<file path="src/rtl/key_debounce_pkg.sv">
// Shared definitions for the pushbutton debouncer: FSM state encoding and
// the default stability window.
package key_debounce_pkg;

  // 20 ms at 50 MHz
  localparam int unsigned DEBOUNCE_CYCLES_DEFAULT = 1000000;

  typedef enum logic [1:0] {
    RELEASED     = 2'd0,
    PRESS_WAIT   = 2'd1,
    PRESSED      = 2'd2,
    RELEASE_WAIT = 2'd3
  } key_state_e;

  // The debounced level stays high until a release has been fully accepted.
  function automatic logic is_held(input key_state_e s);
    return (s == PRESSED) || (s == RELEASE_WAIT);
  endfunction

endpackage

</file>
<file path="src/rtl/key_debouncer_sync_2ff.sv">
// Two-flop synchronizer for a single asynchronous level; both flops reset
// to RESET_VALUE so the output never shows a false edge after reset.
module sync_2ff #(
  parameter logic RESET_VALUE = 1'b0
) (
  input  logic clock,
  input  logic reset,
  input  logic d,
  output logic q
);

  logic meta;

  always_ff @(posedge clock or posedge reset) begin
    if (reset) begin
      meta <= RESET_VALUE;
      q    <= RESET_VALUE;
    end else begin
      meta <= d;
      q    <= meta;
    end
  end

endmodule

</file>
<file path="src/rtl/key_debouncer.sv">
// Active-low pushbutton debouncer: a level change is accepted only after the
// synchronized input has stayed at the new level for DEBOUNCE_CYCLES cycles.
module key_debouncer
  import key_debounce_pkg::*;
#(
  parameter int unsigned DEBOUNCE_CYCLES = DEBOUNCE_CYCLES_DEFAULT
) (
  input  logic CLOCK_50,
  input  logic reset,
  input  logic key_n,
  output logic pressed,
  output logic press_pulse,
  output logic release_pulse
);

  localparam int CNT_W = $clog2(DEBOUNCE_CYCLES);
  localparam logic [CNT_W-1:0] CNT_LAST = CNT_W'(DEBOUNCE_CYCLES - 1);

  key_state_e       state;
  key_state_e       state_next;
  logic [CNT_W-1:0] count;
  logic [CNT_W-1:0] count_next;
  logic             key_s;

  // Idle level of key_n is 1, so the synchronizer resets to 1.
  sync_2ff #(
    .RESET_VALUE(1'b1)
  ) u_sync (
    .clock(CLOCK_50),
    .reset(reset),
    .d    (key_n),
    .q    (key_s)
  );

  // Outputs are registered from the next state so they change on the same
  // edge as the accepting transition.
  always_ff @(posedge CLOCK_50 or posedge reset) begin
    if (reset) begin
      state         <= RELEASED;
      count         <= '0;
      pressed       <= 1'b0;
      press_pulse   <= 1'b0;
      release_pulse <= 1'b0;
    end else begin
      state         <= state_next;
      count         <= count_next;
      pressed       <= is_held(state_next);
      press_pulse   <= (state == PRESS_WAIT) && (state_next == PRESSED);
      release_pulse <= (state == RELEASE_WAIT) && (state_next == RELEASED);
    end
  end

  always_comb begin
    state_next = state;
    count_next = count;
    case (state)
      RELEASED: begin
        if (!key_s) begin
          state_next = PRESS_WAIT;
          count_next = '0;
        end
      end
      PRESS_WAIT: begin
        if (key_s) begin
          state_next = RELEASED;
        end else if (count == CNT_LAST) begin
          state_next = PRESSED;
        end else begin
          count_next = count + CNT_W'(1);
        end
      end
      PRESSED: begin
        if (key_s) begin
          state_next = RELEASE_WAIT;
          count_next = '0;
        end
      end
      RELEASE_WAIT: begin
        if (!key_s) begin
          state_next = PRESSED;
        end else if (count == CNT_LAST) begin
          state_next = RELEASED;
        end else begin
          count_next = count + CNT_W'(1);
        end
      end
      default: begin
        state_next = RELEASED;
      end
    endcase
  end

endmodule

</file>
<file path="config.mk">
export PLATFORM = sky130hd
export DESIGN_NAME = key_debouncer
export DESIGN_NICKNAME = d
export VERILOG_FILES = /design/src/rtl/key_debounce_pkg.sv /design/src/rtl/key_debouncer_sync_2ff.sv /design/src/rtl/key_debouncer.sv
export SDC_FILE = /design/constraint.sdc
export NUM_CORES = 1
export LEC_CHECK = 0
export ABC_CLOCK_PERIOD_IN_PS = 2460
export BUFFER_PORTS_ARGS = -buffer_cell sky130_fd_sc_hd__buf_2
export CORE_ASPECT_RATIO = 1.5
export CORE_MARGIN = 4
export CORE_UTILIZATION = 55
export DETAILED_ROUTE_END_ITERATION = 6
export GPL_TIMING_DRIVEN = 0
export MAX_ROUTING_LAYER = met4
export PLACE_DENSITY = 0.72
export SLEW_MARGIN = 20
export SYNTH_ARGS = -nofsm -noshare
export SYNTH_HDL_FRONTEND = slang
export SYNTH_SLANG_ARGS = --single-unit
</file>
<file path="constraint.sdc">
create_clock -name CLOCK_50 -period 2.46 [get_ports CLOCK_50]
set_input_delay 0.492 -clock CLOCK_50 [delete_from_list [all_inputs] [get_ports CLOCK_50]]
set_output_delay 0.492 -clock CLOCK_50 [all_outputs]
set_load 0.005 [all_outputs]
</file>
[Word-level counts from Yosys, hierarchy flattened]
Cells that the tools add are included.
Operators by class
  $add $sub $neg: 1
  equality and inequality tests: 10
  muxes and demuxes: 13
  reductions and logical operators: 6
Operator list (number)
  $mux 20: 5
  $pmux 20 s4: 1
  $add 20x1->20 const B: 1
  $eq 20x20->1 const B: 1
  $mux 2: 6
  $eq 2x2->1 const B: 4
  $pmux 2 s4: 1
  $logic_not 2->1: 2
  $ne 2x1->1 const B: 2
  $ne 2x2->1 const B: 2
  $reduce_and 4->1: 1
  $eq 2x1->1 const B: 1
  $logic_and 1x1->1: 2
  $logic_or 1x1->1: 1
Word-level totals
  bits in registers: 27
  output and inout port bits: 3
  word-level logic and storage cells: 37

[Logic depth before layout (Yosys ltp)]
Gate-level depths: netlist of run 1.
  depth in word-level cells: 6
  depth in mapped cells: 7
  depth with buffers taken out: 6

[By module]
Synthesis of run 1 repeated with hierarchy kept, for this count alone.
Unflattened totals
  cell total of the unflattened synthesis: 144
  area total of the unflattened synthesis: 1373.8 µm²
By module, submodules not included
  key_debouncer: instances 1, cells each 141, area each 1317.5 µm², seq. area each 600.6 µm²
  sync_2ff: instances 1, cells each 3, area each 56.3 µm², seq. area each 52.6 µm²

[Worst setup path after synthesis of run 1]
Ideal clock, no wire load.
  kind: reg2reg
  start: register count[0]
  end: register count[10]
  setup time: 0.124 ns
  arrival: 1.545 ns
  data required time: 2.336 ns
  path slack: 0.791 ns
  stages on the path, launching flop included: 7
  path buffers: 0
  clock period less this slack: 1.669 ns
  path through: dfrtp_1 -> ha_1 -> nand3_1 -> nor2_2 -> nand4_1 -> and3_1 -> a211o_1
Between the ends
  word-level cells in the longest chain between the ends: 4
Ends and longest elaborated chain
  start: declaration: line key_debouncer.sv:21  | logic [CNT_W-1:0] count;
  start signal: assignment: line key_debouncer.sv:46  | count <= count_next;
  $add 20x1->20 or $eq 20x20->1 (tied branches)
  $mux 20 *: line key_debouncer.sv:66, key_debouncer.sv:81
  $mux 20, on equally long branches: line key_debouncer.sv:79, key_debouncer.sv:64
  $pmux 20 s4 *: line key_debouncer.sv:56  | case (state)
Mark *: on every way between the ends. The rest lies on a longest branch, timed or not. The select of a mux whose other input is x is not followed.
A chain may end at the register's enable or synchronous reset.

[Final worst setup path of run 1]
  start: register count[7]
  end: register count[11]
The elaborated chain is that of the path after synthesis.

==> results, run 1 <==
- The global routing usage summed across all routing layers is 21.1%.
- VDD sags by at most 0.000389 V.
- The starting density of the core is between 50% and 60%.
- After clock tree synthesis, the clock-pin slew on the worst setup and hold paths is between 150 and 200 ps.
- Headroom to the max-slew limit came out at about a third.
- From left edge to right edge, the die measures roughly 49 um.
- The total area inside the core boundary comes to about 2400 um^2.
- The total die area is around 3500 um^2.
- The wire length after detailed routing is roughly 3100 um.
- The number of antenna violations at the first check in global routing is 0.
- The detailed-route DRC error count is 0.
- Compared with the post-synthesis result, the final layout area differs by 7.64%.
- The buffers inserted during post-CTS setup optimization is 0.
- The max capacitance violation total is 0.
- The largest incremental delay on the critical path is just under 500 ps.
- The most frequent standard cell in the layout excluding fill and tap cells is sky130_fd_sc_hd__dfrtp_1.
- Of the total power, the share spent switching nets is between 20% and 30%.
- The number of global-route vias before repair is about 1200.
- The number of filler cells placed in the layout is about 210.
- The synthesized design devotes to its leading area cell type between 40 and 50% of total area.
- Leaving out fill and tap cells, the most frequent cells in the layout are sky130_fd_sc_hd__dfrtp_1, sky130_fd_sc_hd__nand2_1, sky130_fd_sc_hd__o21ai_1, sky130_fd_sc_hd__nand3_1.
- Combinational logic burns 7.7% of the power.
- The first global-routing pass estimated about 5600 um of wire.
- In this run, the number of DRC markers left after iteration 0 of detailed routing was 47.
- The biggest area consumer among synthesized cells is sky130_fd_sc_hd__dfrtp_1.
- The power share of the clock group is a little under two fifths.
- Buffers placed on the I/O ports in this run total 5.
- The tree is rooted in a sky130_fd_sc_hd__clkbuf_4.
- The share of the Yosys chip area taken by registers is 46.4%.
- In the final design database the tool counted between 150 and 200 nets.
- TritonCTS built the clock tree.
- After technology mapping, the gate count stands at 147.
- The kind of critical path is flop to flop.
- Per report_power, the sequential group accounts for 55.5% of the total.
- Data on the critical path is required at its endpoint by 2680 ps.
- Setup repair after global routing left no endpoint under its margin.
- The last weighted congestion value of the routability-driven placer is 0.905.
- The largest net degree at the start of global routing is 27.
- The post-synth net total is roughly 150.
- The post-synthesis instance area is between 1000 and 1500 um^2.
- Summed over all nets, the switching power comes to roughly 190 uW.
- The count of final max-slew check failures is 0.
- The shortest clock period the worst path allows after layout is approximately 2000 ps.
- The number of standard cells in the layout, taps in and fillers out is 180.
- The number of placed instances, taps included, is between 150 and 200.
- The static leakage is 0.000636 uW.
- The most common flop cell mapped by yosys is sky130_fd_sc_hd__dfrtp_1.
- The sum of internal, switching and leakage power is around 820 uW.
- The total count of hold-check failures in the final report came to 0.
- The clock network latency to the later pin of the worst-skew pair is roughly 330 ps.
- The ratio of final minimum period to clock period is 82.3%.
- For this run the aggregate overflow at the end of global routing stands at 0.
- For this design, the CTS-stage hold fixing added 0 buffers.
- The power density over cell area is 540 nW/um^2.
- After floorplanning, the core was divided into 22 placement rows.
- The number of endpoints failing setup at the final stage is 0.
- The number of nets with antenna violations after routing is 0.
- The worst hold path class is input pin to flop.
- 6 I/O pins were placed.
- The type of origin of the critical path is a flop.
- The worst-path cell with the longest stage delay is sky130_fd_sc_hd__nor4b_1.
- The maximum fanout along the worst path is 10.
- Data arrives at the worst endpoint at approximately 2200 ps.
- The first detailed-routing pass took 4 iterations.
- The average wire length per cell after detail routing is 17.0 um.
- In this run the number of H-tree levels came out at 1.
- The die height is approximately 70 um.
- The number of register bits inferred by synthesis is 26.
- The slew of the pin with the lowest slew margin is 982 ps.
- The share of flip-flops with an asynchronous set or reset is 100%.
- The fraction of layout cells with a size suffix above 1 is between 15 and 20%.
- The signal on the critical path passes through buf_6, nor4b_1, nand4b_2, o21bai_4, buf_4, o31ai_1.
- The detailed placement HPWL is around 2200 um.
- The maximum clock frequency is between 400 and 500 MHz.
- The number of antenna diodes in the final layout is 0.
- After detailed routing, the number of vias per cell comes to approximately 6.5.
- The storage element area is 653 um^2.
- The via count of the routed design is around 1200.
- The Yosys step of the flow raised 0 warnings.
- The worst clock skew is approximately 11 ps.
- The footprint of the multi-input gates is roughly 680 um^2.
- Once the clock tree was built, the resizer swapped 0 gates to a different size.
- Synthesis instantiated 43 different standard cells from the library.
- The total clock buffers created by CTS is 3.
- By area the synthesized netlist is led by sky130_fd_sc_hd__dfrtp_1, sky130_fd_sc_hd__nand2_1, sky130_fd_sc_hd__o21ai_1.
- STA classifies the critical path endpoint as a flop.
- Summed over all failing endpoints, the final setup total negative slack is 0 ps.
- The run finished with clean final reports.
- A synthesized cell averages between 9 and 10 um^2.
- The internal power of the cells is about 630 uW.
- Yosys mapped a number of flops with a built-in enable equal to 0.
- The maximum buffer depth of the clock tree is 2.
- The tree built by TritonCTS fans out to 26 sinks.
-- metal layers --
metal	up-vias	GRT usage [%]	wire (um)
li1	563	-	-
met1	570	25.0	1280
met2	24	36.0	1650
met3	7	3.20	85
met4	0	6.96	40
met5	-	-	0
-- registers in the layout, summed over array words and instances, names as in the netlist --
register	count
press_pulse	1
pressed	1
state	1
release_pulse	1
count	20
u_sync.q	1
u_sync.meta	1
-- per-stage QoR --
stage	utilization (%)	setup WS, ps	instance area [um^2]	hold slack (ps)
after floorplan	-	791	1410	345
after global placement	59.8	524	1460	350
after global routing	61.9	277	1520	221
after detailed placement	59.8	455	1460	348
final	61.9	436	1520	232
after CTS	61.9	429	1520	232
-- synthesized netlist by cell type (2+ instances only) --
cell,count
sky130_fd_sc_hd__and2_1,2
sky130_fd_sc_hd__nor3_1,4
sky130_fd_sc_hd__clkbuf_1,2
sky130_fd_sc_hd__buf_6,3
sky130_fd_sc_hd__a22o_1,2
sky130_fd_sc_hd__a31oi_1,5
sky130_fd_sc_hd__a21oi_1,5
sky130_fd_sc_hd__and3_1,4
sky130_fd_sc_hd__inv_1,5
sky130_fd_sc_hd__nand2_1,20
sky130_fd_sc_hd__dfrtp_1,24
sky130_fd_sc_hd__o21ai_2,2
sky130_fd_sc_hd__o21ai_1,13
sky130_fd_sc_hd__dfstp_2,2
sky130_fd_sc_hd__o41ai_1,2
sky130_fd_sc_hd__o21ai_0,2
sky130_fd_sc_hd__o31ai_1,7
sky130_fd_sc_hd__nor2_1,7
sky130_fd_sc_hd__nand4_1,3
sky130_fd_sc_hd__nand3_1,9
sky130_fd_sc_hd__or4_1,2
-- cell families (layout without fill, tap and decap cells) --
logic type,count (synthesis),count (layout),synth area share (%)
xor gates and xnor gates,1,1,1.15
muxes,1,1,0.711
buffers and inverters,12,21,5.06
DFF,26,26,46.4
AOI/OAI and AO/OA,45,45,22.3
and+or+nand+nor,61,61,23.5
adders and majority gates,1,1,0.888
-- final timing paths --
kind,startpoint,endpoint,slack [ps],cells past startpoint
worst max-delay path,count[7]$_DFFE_PP0P_,count[11]$_DFFE_PP0P_,440,6
worst min-delay path,key_n,u_sync.meta$_DFF_PP1_,230,1
worst max register to register,count[7]$_DFFE_PP0P_,count[11]$_DFFE_PP0P_,440,6
worst min register to register,u_sync.meta$_DFF_PP1_,u_sync.q$_DFF_PP1_,370,0
max in group asynchronous,reset,count[11]$_DFFE_PP0P_,1500,2
min in group asynchronous,reset,pressed$_DFF_PP0_,360,2
-- cell type report --
class | instances | share of cell area, %
Sequential cell | 26 | 43.1
Clock inverter | 1 | 1.98
Clock buffer | 3 | 1.49
Inverter | 6 | 1.49
Timing Repair Buffer | 5 | 1.65
Tap cell | 24 | 1.98
Buffer | 6 | 3.22
Multi-Input combinational cell | 109 | 45.1
-- worst max-delay path, delay by kind of cell, from the launching register on --
kind / cells / cell delay, ps
buf+inv: 2 / 370
compound gates: 2 / 370
flops: 1 / 400
simple gates: 2 / 780
-- power by group through the flow --
stage | logic (uW) | registers, uW | clock network [uW]
after global routing | 72.0 | 459 | 324
after global placement | 62.0 | 463 | 0
after CTS | 63.9 | 455 | 304
after detailed placement | 63.8 | 462 | 0
after floorplan | 49.5 | 460 | 0
final | 63.1 | 455 | 301
(Power assumes the default switching activity.)
==> inputs of run 2 (changes only) <==
--- a/config.mk
+++ b/config.mk
@@ -5,7 +5,7 @@
 export SDC_FILE = /design/constraint.sdc
 export NUM_CORES = 1
 export LEC_CHECK = 0
-export ABC_CLOCK_PERIOD_IN_PS = 2460
+export ABC_CLOCK_PERIOD_IN_PS = 2000
 export BUFFER_PORTS_ARGS = -buffer_cell sky130_fd_sc_hd__buf_2
 export CORE_ASPECT_RATIO = 1.5
 export CORE_MARGIN = 4
==> constraint.sdc (replaced) <==
create_clock -name CLOCK_50 -period 2 [get_ports CLOCK_50]
set_input_delay 0.4 -clock CLOCK_50 [delete_from_list [all_inputs] [get_ports CLOCK_50]]
set_output_delay 0.4 -clock CLOCK_50 [all_outputs]
set_load 0.005 [all_outputs]
==> run 2 against run 1 <==
Critical path depth stayed put. Combinational power increased by 25%. Cell area rose by 1.8%. Register-to-register slack worse by 310 ps. Sequential power increased by 24%. Setup slack got worse by 310 ps. Largest cell class unchanged.
==> results, run 2 (synthesis gave the netlist of run 1 again) <==
- The flow ran to the end, and the final reports show no timing, DRC or antenna violations.
- Dividing the detail-routed wire length by the instance count gives ~17 um.
- The count of final max-slew check failures came to 0.
- After detailed placement, the design holds a cell count of 176.
- The largest net degree at the start of global routing is 27.
- After detailed routing, the total wire length is 3020 um.
- The clock passes through at most 2 buffers.
- The detailed placement HPWL is between 2000 and 2500 um.
- Data on the critical path arrives at its endpoint at 2100 ps.
- The final route contains around 1200 vias.
- The pre-antenna-repair detailed-routing pass consisted of 4 iterations.
- Leaving out fill and tap cells, the most frequent cell in the layout is sky130_fd_sc_hd__dfrtp_1.
- The worst hold path class is input pin to flop.
- The area of placed instances is 1460 um^2.
- The clock network latency to the later pin of the worst-skew pair is approximately 320 ps.
- After clock tree synthesis, the clock-pin slew on the worst setup and hold paths is ~150 ps.
- The worst-path cell with the longest stage delay is sky130_fd_sc_hd__dfrtp_1.
- The analysis attributes to cell leakage a power of around 0.00064 uW.
- The relative slew slack is 35.3%.
- The die height is 70.0 um.
- Setup violations remaining at the end of the flow were counted as 0.
- Among cell families on the critical path, the largest total delay comes from simple AND/OR/NAND/NOR gates.
- The wire length of the first global-routing pass is 5590 um.
- The critical path contains buffers and inverters numbering 2 combined.
- The total congestion overflow after global routing is 0.
- In the layout the commonest cells are sky130_fd_sc_hd__dfrtp_1, sky130_fd_sc_hd__nand2_1, sky130_fd_sc_hd__o21ai_1, sky130_fd_sc_hd__nand3_1.
- On the final layout, the worst clock skew is around 3.6 ps.
- The largest incremental delay on the critical path is roughly 400 ps.
- The final sum of negative setup slack is 0 ps.
- For this run, design rule violations remaining after detail routing come to 0.
- For this design, the CTS-stage hold fixing added 0 buffers.
- The chip width is around 50 um.
- The number of port buffers is 5.
- The final-stage net count is around 160.
- The worst setup path is captured at a flop.
- Setup repair after global routing left no endpoint under its margin.
- 6 I/O pins were placed.
- In this run, CTS created clock tree buffers numbering 3.
- The total count of hold-check failures in the final report is 0.
- Timing would allow up to approximately 530 MHz.
- Data on the critical path is required at its endpoint by about 2200 ps.
- Final hold analysis gives a worst-case slack of between 150 and 200 ps.
- In this run the remaining antenna-violating nets after routing total 0.
- For the finished layout, the period the worst path requires is about 1900 ps.
- Walking the worst path, the cells encountered are buf_6, nor4b_2, nand4b_2, o21bai_4, buf_4, o31ai_1.
- For this design the ratio of total power to cell area is ~650 nW/um^2.
- The iteration-0 DRC count of the detailed router is 67.
- Once layout is complete, the cells apart from fillers number 180.
- TritonCTS built the clock tree.
- The number of global-route vias before repair is roughly 1200.
- The ratio of final minimum period to clock period is between 90% and 100%.
- In this run the core area contains 22 standard-cell rows.
- The buffers inserted during post-CTS setup optimization is 0.
- The number of antenna diodes in the final layout is 0.
- After detailed routing, the number of vias per cell comes to 6.62.
- The met2 layer usage reported by global route is approximately 36%.
- The met3 track demand over resource is between 3 and 4%.
- The kind of critical path is flop to flop.
- The max capacitance violation total is 0.
- The area growth from synthesis to layout is 9.59%.
- The fraction of layout cells with a size suffix above 1 is 17.9%.
- The last weighted congestion value of the routability-driven placer is roughly 0.9.
- The number of antenna violations at the first check in global routing is 0.
- The final core utilization is ~63%.
- The layer with the highest usage is met2.
- Global routing consumed, on the met1 layer, between 20% and 30% of the routing resources.
- The floorplan core area is 2450 um^2.
- Along the worst path, the maximum fanout reaches 10.
- The maximum vdd drop is 0.000456 V.
- Ranked by flip-flop count, first place goes to count.
- At the pin with the least slew margin, the transition time is between 900 and 1000 ps.
- The tree is rooted in a sky130_fd_sc_hd__clkbuf_4.
- In the global route stage, overall resource usage came out at a little over a fifth.
- The worst setup path is launched from a flop.
- CTS built an H-tree with a depth of 1.
- The register with the most flip-flops in the layout has 20 of them.
- After routing the design area is between 1500 and 2000 um^2.
- The sink count of the clock tree is 26.
- The starting density of the core is between 50% and 60%.
- The total die area is between 3000 and 4000 um^2.
## run 2: cell counts in the layout (fill, tap and decap cells not counted)
Identical to the previous run, type by type.
## run 2: per-stage QoR
step,power (uW),setup slack [ps]
4_1_cts,1010,41.9
6_report,1010,129
5_1_grt,1050,11.0
3_5_place_dp,647,-4.64
3_3_place_gp,645,64.2
2_1_floorplan,627,331
## run 2: metal layers
metal,up-vias,share of wire (%)
met5,-,0
met4,0,1.3
met3,4,2.4
met2,26,55
met1,596,42
li1,565,-
## run 2: worst register-to-register path: stages (launching register included)
cell	delay (ps)
sky130_fd_sc_hd__dfrtp_1	400
sky130_fd_sc_hd__buf_6	140
sky130_fd_sc_hd__nor4b_2	370
sky130_fd_sc_hd__nand4b_2	260
sky130_fd_sc_hd__o21bai_4	260
sky130_fd_sc_hd__buf_4	230
sky130_fd_sc_hd__o31ai_1	100
## run 2: what timing repair did
item                       CTS  global route
cloned                       0             0
pin swaps                    0             1
resized for setup            1             3
setup endpoints to repair    8             7
## run 2: cell type report
cell class | count | area, um^2
Buffer | 6 | 48.8
Clock buffer | 3 | 22.5
Clock inverter | 1 | 30.0
Fill cell | 201 | 906
Inverter | 6 | 22.5
Multi-Input combinational cell | 109 | 712
Sequential cell | 26 | 653
Tap cell | 24 | 30.0
Timing Repair Buffer | 5 | 25.0
## run 2: report_power, final
| group | switching [uW] | internal, uW |
|---|---|---|
| clock | 163 | 203 |
| combinational | 47.0 | 31.7 |
| sequential | 20.2 | 542 |
## run 2: worst paths after layout
path | start | to | slack, ps | cells past startpoint
max reg2reg | count[7]$_DFFE_PP0P_ | count[11]$_DFFE_PP0P_ | 130 | 6
max in group asynchronous | reset | count[14]$_DFFE_PP0P_ | 1150 | 2
min in group asynchronous | reset | count[15]$_DFFE_PP0P_ | 270 | 2
min | key_n | u_sync.meta$_DFF_PP1_ | 150 | 1
min reg2reg | u_sync.meta$_DFF_PP1_ | u_sync.q$_DFF_PP1_ | 370 | 0
max | count[7]$_DFFE_PP0P_ | count[11]$_DFFE_PP0P_ | 130 | 6
